File: src/rtl/riscv_fetch_queue.sv
// rtl/riscv_fetch_queue.sv - rv32i instruction prefetch queue with AXI4-lite reads, redirect flush and halt/PC override
// Optional feature: FETCH_MISALIGN_CHECK_EN reports misaligned redirect/override targets as error entries.
module riscv_fetch_queue #(
    parameter int          ADDR_WIDTH      = 32,
    parameter int          DATA_WIDTH      = 32,
    parameter int          DEPTH           = 4,
    parameter int          MAX_OUTSTANDING = 2,
    parameter logic [31:0] BOOT_ADDR       = 32'h0000_0000
) (
    input  logic                  CLK,
    input  logic                  RSTn,
    output logic                  M_AXI_ARVALID,
    input  logic                  M_AXI_ARREADY,
    output logic [ADDR_WIDTH-1:0] M_AXI_ARADDR,
    output logic [2:0]            M_AXI_ARPROT,
    input  logic                  M_AXI_RVALID,
    output logic                  M_AXI_RREADY,
    input  logic [DATA_WIDTH-1:0] M_AXI_RDATA,
    input  logic [1:0]            M_AXI_RRESP,
    output logic                  instr_valid,
    input  logic                  instr_ready,
    output logic [DATA_WIDTH-1:0] instr_data,
    output logic [ADDR_WIDTH-1:0] instr_pc,
    output logic                  instr_err,
    input  logic                  redirect_valid,
    input  logic [ADDR_WIDTH-1:0] redirect_pc,
    input  logic                  halt,
    output logic                  halted,
    input  logic                  pc_we,
    input  logic [ADDR_WIDTH-1:0] pc_write_data,
    output logic [ADDR_WIDTH-1:0] fetch_pc
);
    localparam int PW = $clog2(DEPTH);
    localparam int CW = PW + 1;
    localparam int OW = 4;
    localparam int TW = (MAX_OUTSTANDING > 1) ? $clog2(MAX_OUTSTANDING) : 1;

    logic [ADDR_WIDTH-1:0] fetch_pc_q, fetch_pc_d;
    logic [ADDR_WIDTH-1:0] ar_addr_q, ar_addr_d;
    logic                  ar_valid_q, ar_valid_d;
    logic                  ar_stale_q, ar_stale_d;
    logic [OW-1:0]         outstanding_q, outstanding_d;
    logic [OW-1:0]         discard_q, discard_d;
    logic                  stopped_q, stopped_d;
    logic                  halted_q, halted_d;
    logic [CW-1:0]         count_q, count_d;
    logic [PW-1:0]         rd_ptr_q, rd_ptr_d, wr_ptr_q, wr_ptr_d;
    logic [DATA_WIDTH-1:0] mem_data_q [DEPTH];
    logic [DATA_WIDTH-1:0] mem_data_d [DEPTH];
    logic [ADDR_WIDTH-1:0] mem_pc_q [DEPTH];
    logic [ADDR_WIDTH-1:0] mem_pc_d [DEPTH];
    logic                  mem_err_q [DEPTH];
    logic                  mem_err_d [DEPTH];
    logic [ADDR_WIDTH-1:0] tag_q [MAX_OUTSTANDING];
    logic [ADDR_WIDTH-1:0] tag_d [MAX_OUTSTANDING];
    logic [TW-1:0]         tag_wr_q, tag_wr_d, tag_rd_q, tag_rd_d;

    logic                  ar_hs, r_hs, push, pop, pc_we_eff, flush, misalign, issue_ok;
    logic [ADDR_WIDTH-1:0] target_raw, target;
    logic                  unused_low_bits;

    assign target_raw = redirect_valid ? redirect_pc : pc_write_data;
`ifdef FETCH_MISALIGN_CHECK_EN
    assign target          = target_raw;
    assign misalign        = flush & (target_raw[1:0] != 2'b00);
    assign unused_low_bits = 1'b0;
`else
    assign target          = {target_raw[ADDR_WIDTH-1:2], 2'b00};
    assign misalign        = 1'b0;
    assign unused_low_bits = ^target_raw[1:0];
`endif

    always_comb begin
        ar_hs     = ar_valid_q & M_AXI_ARREADY;
        r_hs      = M_AXI_RVALID;
        pop       = (count_q != '0) & instr_ready;
        pc_we_eff = pc_we & halted_q;
        flush     = redirect_valid | pc_we_eff;
        push      = r_hs & (discard_q == '0) & ~flush;

        fetch_pc_d    = fetch_pc_q;
        ar_addr_d     = ar_addr_q;
        ar_valid_d    = ar_valid_q;
        ar_stale_d    = ar_stale_q;
        stopped_d     = stopped_q;
        discard_d     = discard_q;
        rd_ptr_d      = rd_ptr_q;
        wr_ptr_d      = wr_ptr_q;
        mem_data_d    = mem_data_q;
        mem_pc_d      = mem_pc_q;
        mem_err_d     = mem_err_q;
        tag_d         = tag_q;
        tag_wr_d      = tag_wr_q;
        tag_rd_d      = tag_rd_q;
        outstanding_d = outstanding_q + OW'(ar_hs) - OW'(r_hs);
        count_d       = count_q + CW'(push) - CW'(pop);

        // Tags follow every accepted AR and every R beat, stale or not, so order is kept.
        if (ar_hs) begin
            tag_d[tag_wr_q] = ar_addr_q;
            tag_wr_d        = (tag_wr_q == TW'(MAX_OUTSTANDING - 1)) ? '0 : tag_wr_q + 1'b1;
            ar_stale_d      = 1'b0;
            if (!ar_stale_q) fetch_pc_d = fetch_pc_q + ADDR_WIDTH'(4);
        end
        if (r_hs) begin
            tag_rd_d = (tag_rd_q == TW'(MAX_OUTSTANDING - 1)) ? '0 : tag_rd_q + 1'b1;
            if (discard_q != '0) discard_d = discard_q - 1'b1;
        end
        if (pop) rd_ptr_d = rd_ptr_q + 1'b1;
        if (push) begin
            mem_data_d[wr_ptr_q] = M_AXI_RDATA;
            mem_pc_d[wr_ptr_q]   = tag_q[tag_rd_q];
            mem_err_d[wr_ptr_q]  = (M_AXI_RRESP != 2'b00);
            wr_ptr_d             = wr_ptr_q + 1'b1;
            if (M_AXI_RRESP != 2'b00) stopped_d = 1'b1;
        end

        if (flush) begin
            fetch_pc_d = target;
            stopped_d  = misalign;
            count_d    = '0;
            rd_ptr_d   = '0;
            wr_ptr_d   = '0;
            if (redirect_valid) begin
                // A held AR that is not accepted now will still be answered later: drop that too.
                discard_d = outstanding_q + OW'(ar_valid_q) - OW'(r_hs);
                if (ar_valid_q && !M_AXI_ARREADY) ar_stale_d = 1'b1;
            end
            if (misalign) begin
                mem_data_d[0] = '0;
                mem_pc_d[0]   = target;
                mem_err_d[0]  = 1'b1;
                wr_ptr_d      = PW'(1);
                count_d       = CW'(1);
            end
        end

        issue_ok = ~halt & ~stopped_d
                 & (32'(outstanding_d) < MAX_OUTSTANDING)
                 & ((32'(count_d) + 32'(outstanding_d)) < (DEPTH + 32'(discard_d)));
        if (!ar_valid_q || ar_hs) begin
            ar_valid_d = issue_ok;
            if (issue_ok) ar_addr_d = fetch_pc_d;
        end

        halted_d = halt & (outstanding_d == '0) & ~ar_valid_d;
    end

    always_ff @(posedge CLK or negedge RSTn) begin
        if (!RSTn) begin
            fetch_pc_q    <= ADDR_WIDTH'(BOOT_ADDR);
            ar_addr_q     <= ADDR_WIDTH'(BOOT_ADDR);
            ar_valid_q    <= 1'b0;
            ar_stale_q    <= 1'b0;
            outstanding_q <= '0;
            discard_q     <= '0;
            stopped_q     <= 1'b0;
            halted_q      <= 1'b0;
            count_q       <= '0;
            rd_ptr_q      <= '0;
            wr_ptr_q      <= '0;
            tag_wr_q      <= '0;
            tag_rd_q      <= '0;
            for (int i = 0; i < DEPTH; i++) begin
                mem_data_q[i] <= '0;
                mem_pc_q[i]   <= '0;
                mem_err_q[i]  <= 1'b0;
            end
            for (int i = 0; i < MAX_OUTSTANDING; i++) tag_q[i] <= '0;
        end else begin
            fetch_pc_q    <= fetch_pc_d;
            ar_addr_q     <= ar_addr_d;
            ar_valid_q    <= ar_valid_d;
            ar_stale_q    <= ar_stale_d;
            outstanding_q <= outstanding_d;
            discard_q     <= discard_d;
            stopped_q     <= stopped_d;
            halted_q      <= halted_d;
            count_q       <= count_d;
            rd_ptr_q      <= rd_ptr_d;
            wr_ptr_q      <= wr_ptr_d;
            tag_wr_q      <= tag_wr_d;
            tag_rd_q      <= tag_rd_d;
            mem_data_q    <= mem_data_d;
            mem_pc_q      <= mem_pc_d;
            mem_err_q     <= mem_err_d;
            tag_q         <= tag_d;
        end
    end

    assign M_AXI_ARVALID = ar_valid_q;
    assign M_AXI_ARADDR  = ar_addr_q;
    assign M_AXI_ARPROT  = 3'b100;
    assign M_AXI_RREADY  = 1'b1;
    assign instr_valid   = (count_q != '0);
    assign instr_data    = mem_data_q[rd_ptr_q];
    assign instr_pc      = mem_pc_q[rd_ptr_q];
    assign instr_err     = mem_err_q[rd_ptr_q];
    assign halted        = halted_q;
    assign fetch_pc      = fetch_pc_q;
endmodule

File: config.mk
export PLATFORM = sky130hd
export DESIGN_NAME = riscv_fetch_queue
export DESIGN_NICKNAME = d
export VERILOG_FILES = /design/src/rtl/riscv_fetch_queue.sv
export SDC_FILE = /design/constraint.sdc
export NUM_CORES = 1
export LEC_CHECK = 0
export BUFFER_PORTS_ARGS = -buffer_cell sky130_fd_sc_hd__buf_2
export CELL_PAD_IN_SITES_DETAIL_PLACEMENT = 0
export CELL_PAD_IN_SITES_GLOBAL_PLACEMENT = 1
export CORE_AREA = 2 2 147 257
export DETAILED_ROUTE_END_ITERATION = 8
export DIE_AREA = 0 0 149 259
export PLACE_DENSITY = 0.83
export REMOVE_ABC_BUFFERS = 1
export SYNTH_ARGS = -nofsm -noshare
export SYNTH_HDL_FRONTEND = slang
export SYNTH_SLANG_ARGS = --single-unit
File: constraint.sdc
create_clock -name CLK -period 12.5 [get_ports CLK]
set_input_delay 1.875 -clock CLK [delete_from_list [all_inputs] [get_ports CLK]]
set_output_delay 1.875 -clock CLK [all_outputs]
set_load 0.02 [all_outputs]
==> impl_metrics.csv <==
group,metric,value,unit
flow_run,cap_violations,0,
sta,setup_repair_after_global_routing_missed_its_margin,"no",
clock_tree,cts.sink_count,409,
finish,final_cells,2101,
global_routing,number_of_antenna_violations_at_the_first_check_in_global_routing,2,
worst_setup_path,crit_path_max_incr_delay,0.56,ns
logic_synthesis,yosysWarningCount,0,
sta,worst_slew_pin_slew,1.13,ns
routing,wl_per_cell,20.0,um
routing,vias_per_cell,5.50,
placed_design,numPlacedInstances,2032,
routing,drtPass1Iterations,4,
worst_setup_path,path_class,"input port to flop",
worst_setup_path,timing.critical_path.mode_cell,"ha_1",
worst_setup_path,cp_data_arrival_time,6.79,ns
sta,hold_viol,0,
worst_setup_path,path_buf_inv,5,
logic_synthesis,post_synth_main_area_contributors,"dfrtp_1, mux2_2, mux4_2, o21ai_0, nand2_1",
clock_tree,post_cts_resize_count,0,
die,std_cell_rows,93,
clock_tree,htree_depth,2,
global_routing,pin_count_of_the_biggest_net_entering_global_routing,88,
routing,drt_first_iter_violations,615,
clock_tree,post-cts-setup-buffer-count,0,
logic_synthesis,synthDominantAreaCellType,"dfrtp_1",
worst_setup_path,critical_path.endpoint_type,"flop",
sta,totalNegativeSetupSlack,0,ns
sta,timing.final.ws_setup,6.13,ns
worst_setup_path,maximum_fanout_along_the_worst_path,32,
global_routing,first_global_vias,12300,
worst_setup_path,timing.critical_path.depth,22,
routing,vias,11600,
sta,finalClockSkew,0.0121,ns
worst_setup_path,critPathLaunchType,"input port",
clock_tree,clk_latency,0.53,ns
status,status,"finished, final reports clean",
worst_setup_path,critical_path_required_time,12.92,ns
logic_synthesis,synth_seq_area_share,55.6,%
sta,period_minus_slack,6.37,ns
clock_tree,worst_case_clock_buffer_depth,3,
worst_setup_path,worst_r2r_path_depth,23,
power_and_ir_drop,cellPowerDensity,219,nW/um^2
global_routing,grt_overflow_total,0,
finish,num-nets-final,1732,
clock_tree,cts-buffers-inserted,39,
logic_synthesis,synth_enable_flop_cells,0,
global_routing,globalRouteTotalUtil,22.4,%
clock_tree,ctsRootBufferMaster,"clkbuf_16",
hold_path,whs_path_depth,1,
logic_synthesis,avgSynthCellArea,13.2,um^2
clock_tree,cts_tree,"yes",
worst_setup_path,worstPathCellList,"buf_2, and4bb_4, and2_1, inv_1, ha_1, inv_1, ha_1, inv_1, fa_1, xor2_1, xnor2_1, nor2_1, ha_1, a21oi_1, nor2_1, ha_1, or4_1, nor3_2, o211ai_2, a21oi_4, buf_4, mux2_2",
sta,fin_hold_ws,0.461,ns
die,num_io_pins,242,
routing,post-route-drc-count,0,
finish,fillerInstances,3033,
finish,final_layout_size_suffix_gt1_share,38.8,%
global_routing,grt_pass1_wl,67.3,mm
die,design.die.area,38600,um^2
die,fp.coreArea,36500,um^2
placed_design,pre_cts_ws,5.54,ns
logic_synthesis,async_reset_ff_share,100,%
logic_synthesis,ys_types,52,
sta,setup_violations,0,
logic_synthesis,synth_top_cell_area_share,55.6,%
clock_tree,cts.hold.buffers_added,0,
finish,final_core_utilization,58.3,%
clock_tree,clk_transition_reported_paths,0.06,ns
power_and_ir_drop,p_leak,10.2,nW
placed_design,final_estimated_routing_congestion_in_global_placement,0.808,
routing,detail-route-antenna-nets,0,
sta,timing.final.max_slew_violations,0,
logic_synthesis,synth.cell_area,18400,um^2
sta,peak_freq,157,MHz
routing,detail_route.wirelength,42.1,mm
placed_design,numPortBuffers,233,
logic_synthesis,synthesis.instances,1396,
die,initial_core_util,50.4,%
hold_path,worstHoldPathType,"flop to flop",
placed_design,hpwlAfterDp,27.1,mm
logic_synthesis,synth_flop_cell,"dfrtp_1",
die,die_y,259,um
logic_synthesis,synth.ff_latch_count,409,
sta,max_slew_margin,24.7,%
worst_setup_path,cp_top_family,"simple AND/OR/NAND/NOR gates",
sta,finalCritPeriodShare,51.0,%
die,die_w,149,um
power_and_ir_drop,power.ir.vdd_worst,0.253,mV
worst_setup_path,critical_path.slowest_cell,"buf_4",
finish,syn2layout_area_growth,15.7,%
==> where the power goes <==
group	switching [mW]	total, mW	internal, mW
combinational	0.852	1.59	0.735
clock	0.499	1.25	0.749
sequential	0.226	1.83	1.60
total	1.58	4.67	3.09
==> cell usage in the layout, fill, tap and decap left out, drive strengths merged, types with 2 or more instances in the layout <==
cell type,count
conb,4
and2,5
mux4,65
or2,2
xor2,28
or4,3
nand4,9
nor2b,25
nor4,3
mux2i,37
nand2,165
nor2,19
a21o,3
clkinvlp,2
nor3,7
clkinv,8
and3,3
o21ai,142
buf,248
or3,3
nand3,14
mux2,224
a21oi,35
xnor2,15
clkbuf,53
ha,24
inv,23
a211oi,26
a31oi,2
dfrtp,409
fa,4
nor3b,2
bufinv,5
==> cells by family after synthesis <==
kind of cell	Yosys count	synth area share, %
DFF	409	55.6
muxes	326	24.3
and+or+nand+nor	263	6.81
AOI/OAI and AO/OA	213	6.46
buffers and inverters	112	2.75
xor gates and xnor gates	43	2.04
adders and majority gates	28	2.07
other	2	0.0408
==> synthesized netlist by cell type (all sizes together) (23+ instances only) <==
library cell    n
clkbuf         59
mux4           65
mux2          224
a21oi          35
a211oi         26
nor2b          25
nand2         165
inv            23
dfrtp         409
buf            30
ha             24
o21ai         142
xor2           28
mux2i          37
==> path summary, 6_finish.rpt <==
kind	startpoint	end	slack [ns]
setup / recovery	M_AXI_RVALID	M_AXI_ARADDR[31]	6.13
hold / removal	tag_rd_q	tag_rd_q	0.46
setup reg to reg	discard_q[0]	M_AXI_ARADDR[31]	6.97
hold reg to reg	tag_rd_q	tag_rd_q	0.46
max in group asynchronous	RSTn	mem_data_q[110]	8.68
min in group asynchronous	RSTn	stopped_q	1.30
==> flip-flops by register name, summed over array words and instances, names as in the netlist, named ones only <==
signal	flops
discard_q	4
tag_wr_q	1
count_q	3
mem_err_q	4
tag_rd_q	1
M_AXI_ARADDR	32
wr_ptr_q	2
M_AXI_ARVALID	1
mem_data_q	128
outstanding_q	4
halted	1
mem_pc_q	128
tag_q	64
rd_ptr_q	2
stopped_q	1
fetch_pc	32
==> stage by stage <==
step           power, mW  instance area, um^2
3_3_place_gp        3.41                19900
3_5_place_dp        3.46                19900
2_1_floorplan       2.95                18000
5_1_grt             4.94                21300
4_1_cts             4.73                21300
6_report            4.67                21300
==> final cells by class <==
class | instances | area, um^2 | area share (%)
clock buffer | 53 | 1150 | 5.40
timing repair buffer | 248 | 1290 | 6.05
sequential | 409 | 10200 | 48.1
multi-input combinational | 877 | 7730 | 36.3
antenna | 1 | 2.50 | 0.0117
inverter | 23 | 86.3 | 0.405
tap | 475 | 594 | 2.79
clock inverter | 15 | 209 | 0.981
==> routing by layer <==
metal	track usage (%)	routed length [um]	share of wire, %	vias up
met1	27.1	16600	40	5903
met3	3.02	1420	3.4	72
li1	-	-	-	5351
met2	40.4	22500	53	229
met5	0	13	0.031	-
met4	8.28	1520	3.6	2
(Power assumes the default switching activity.)
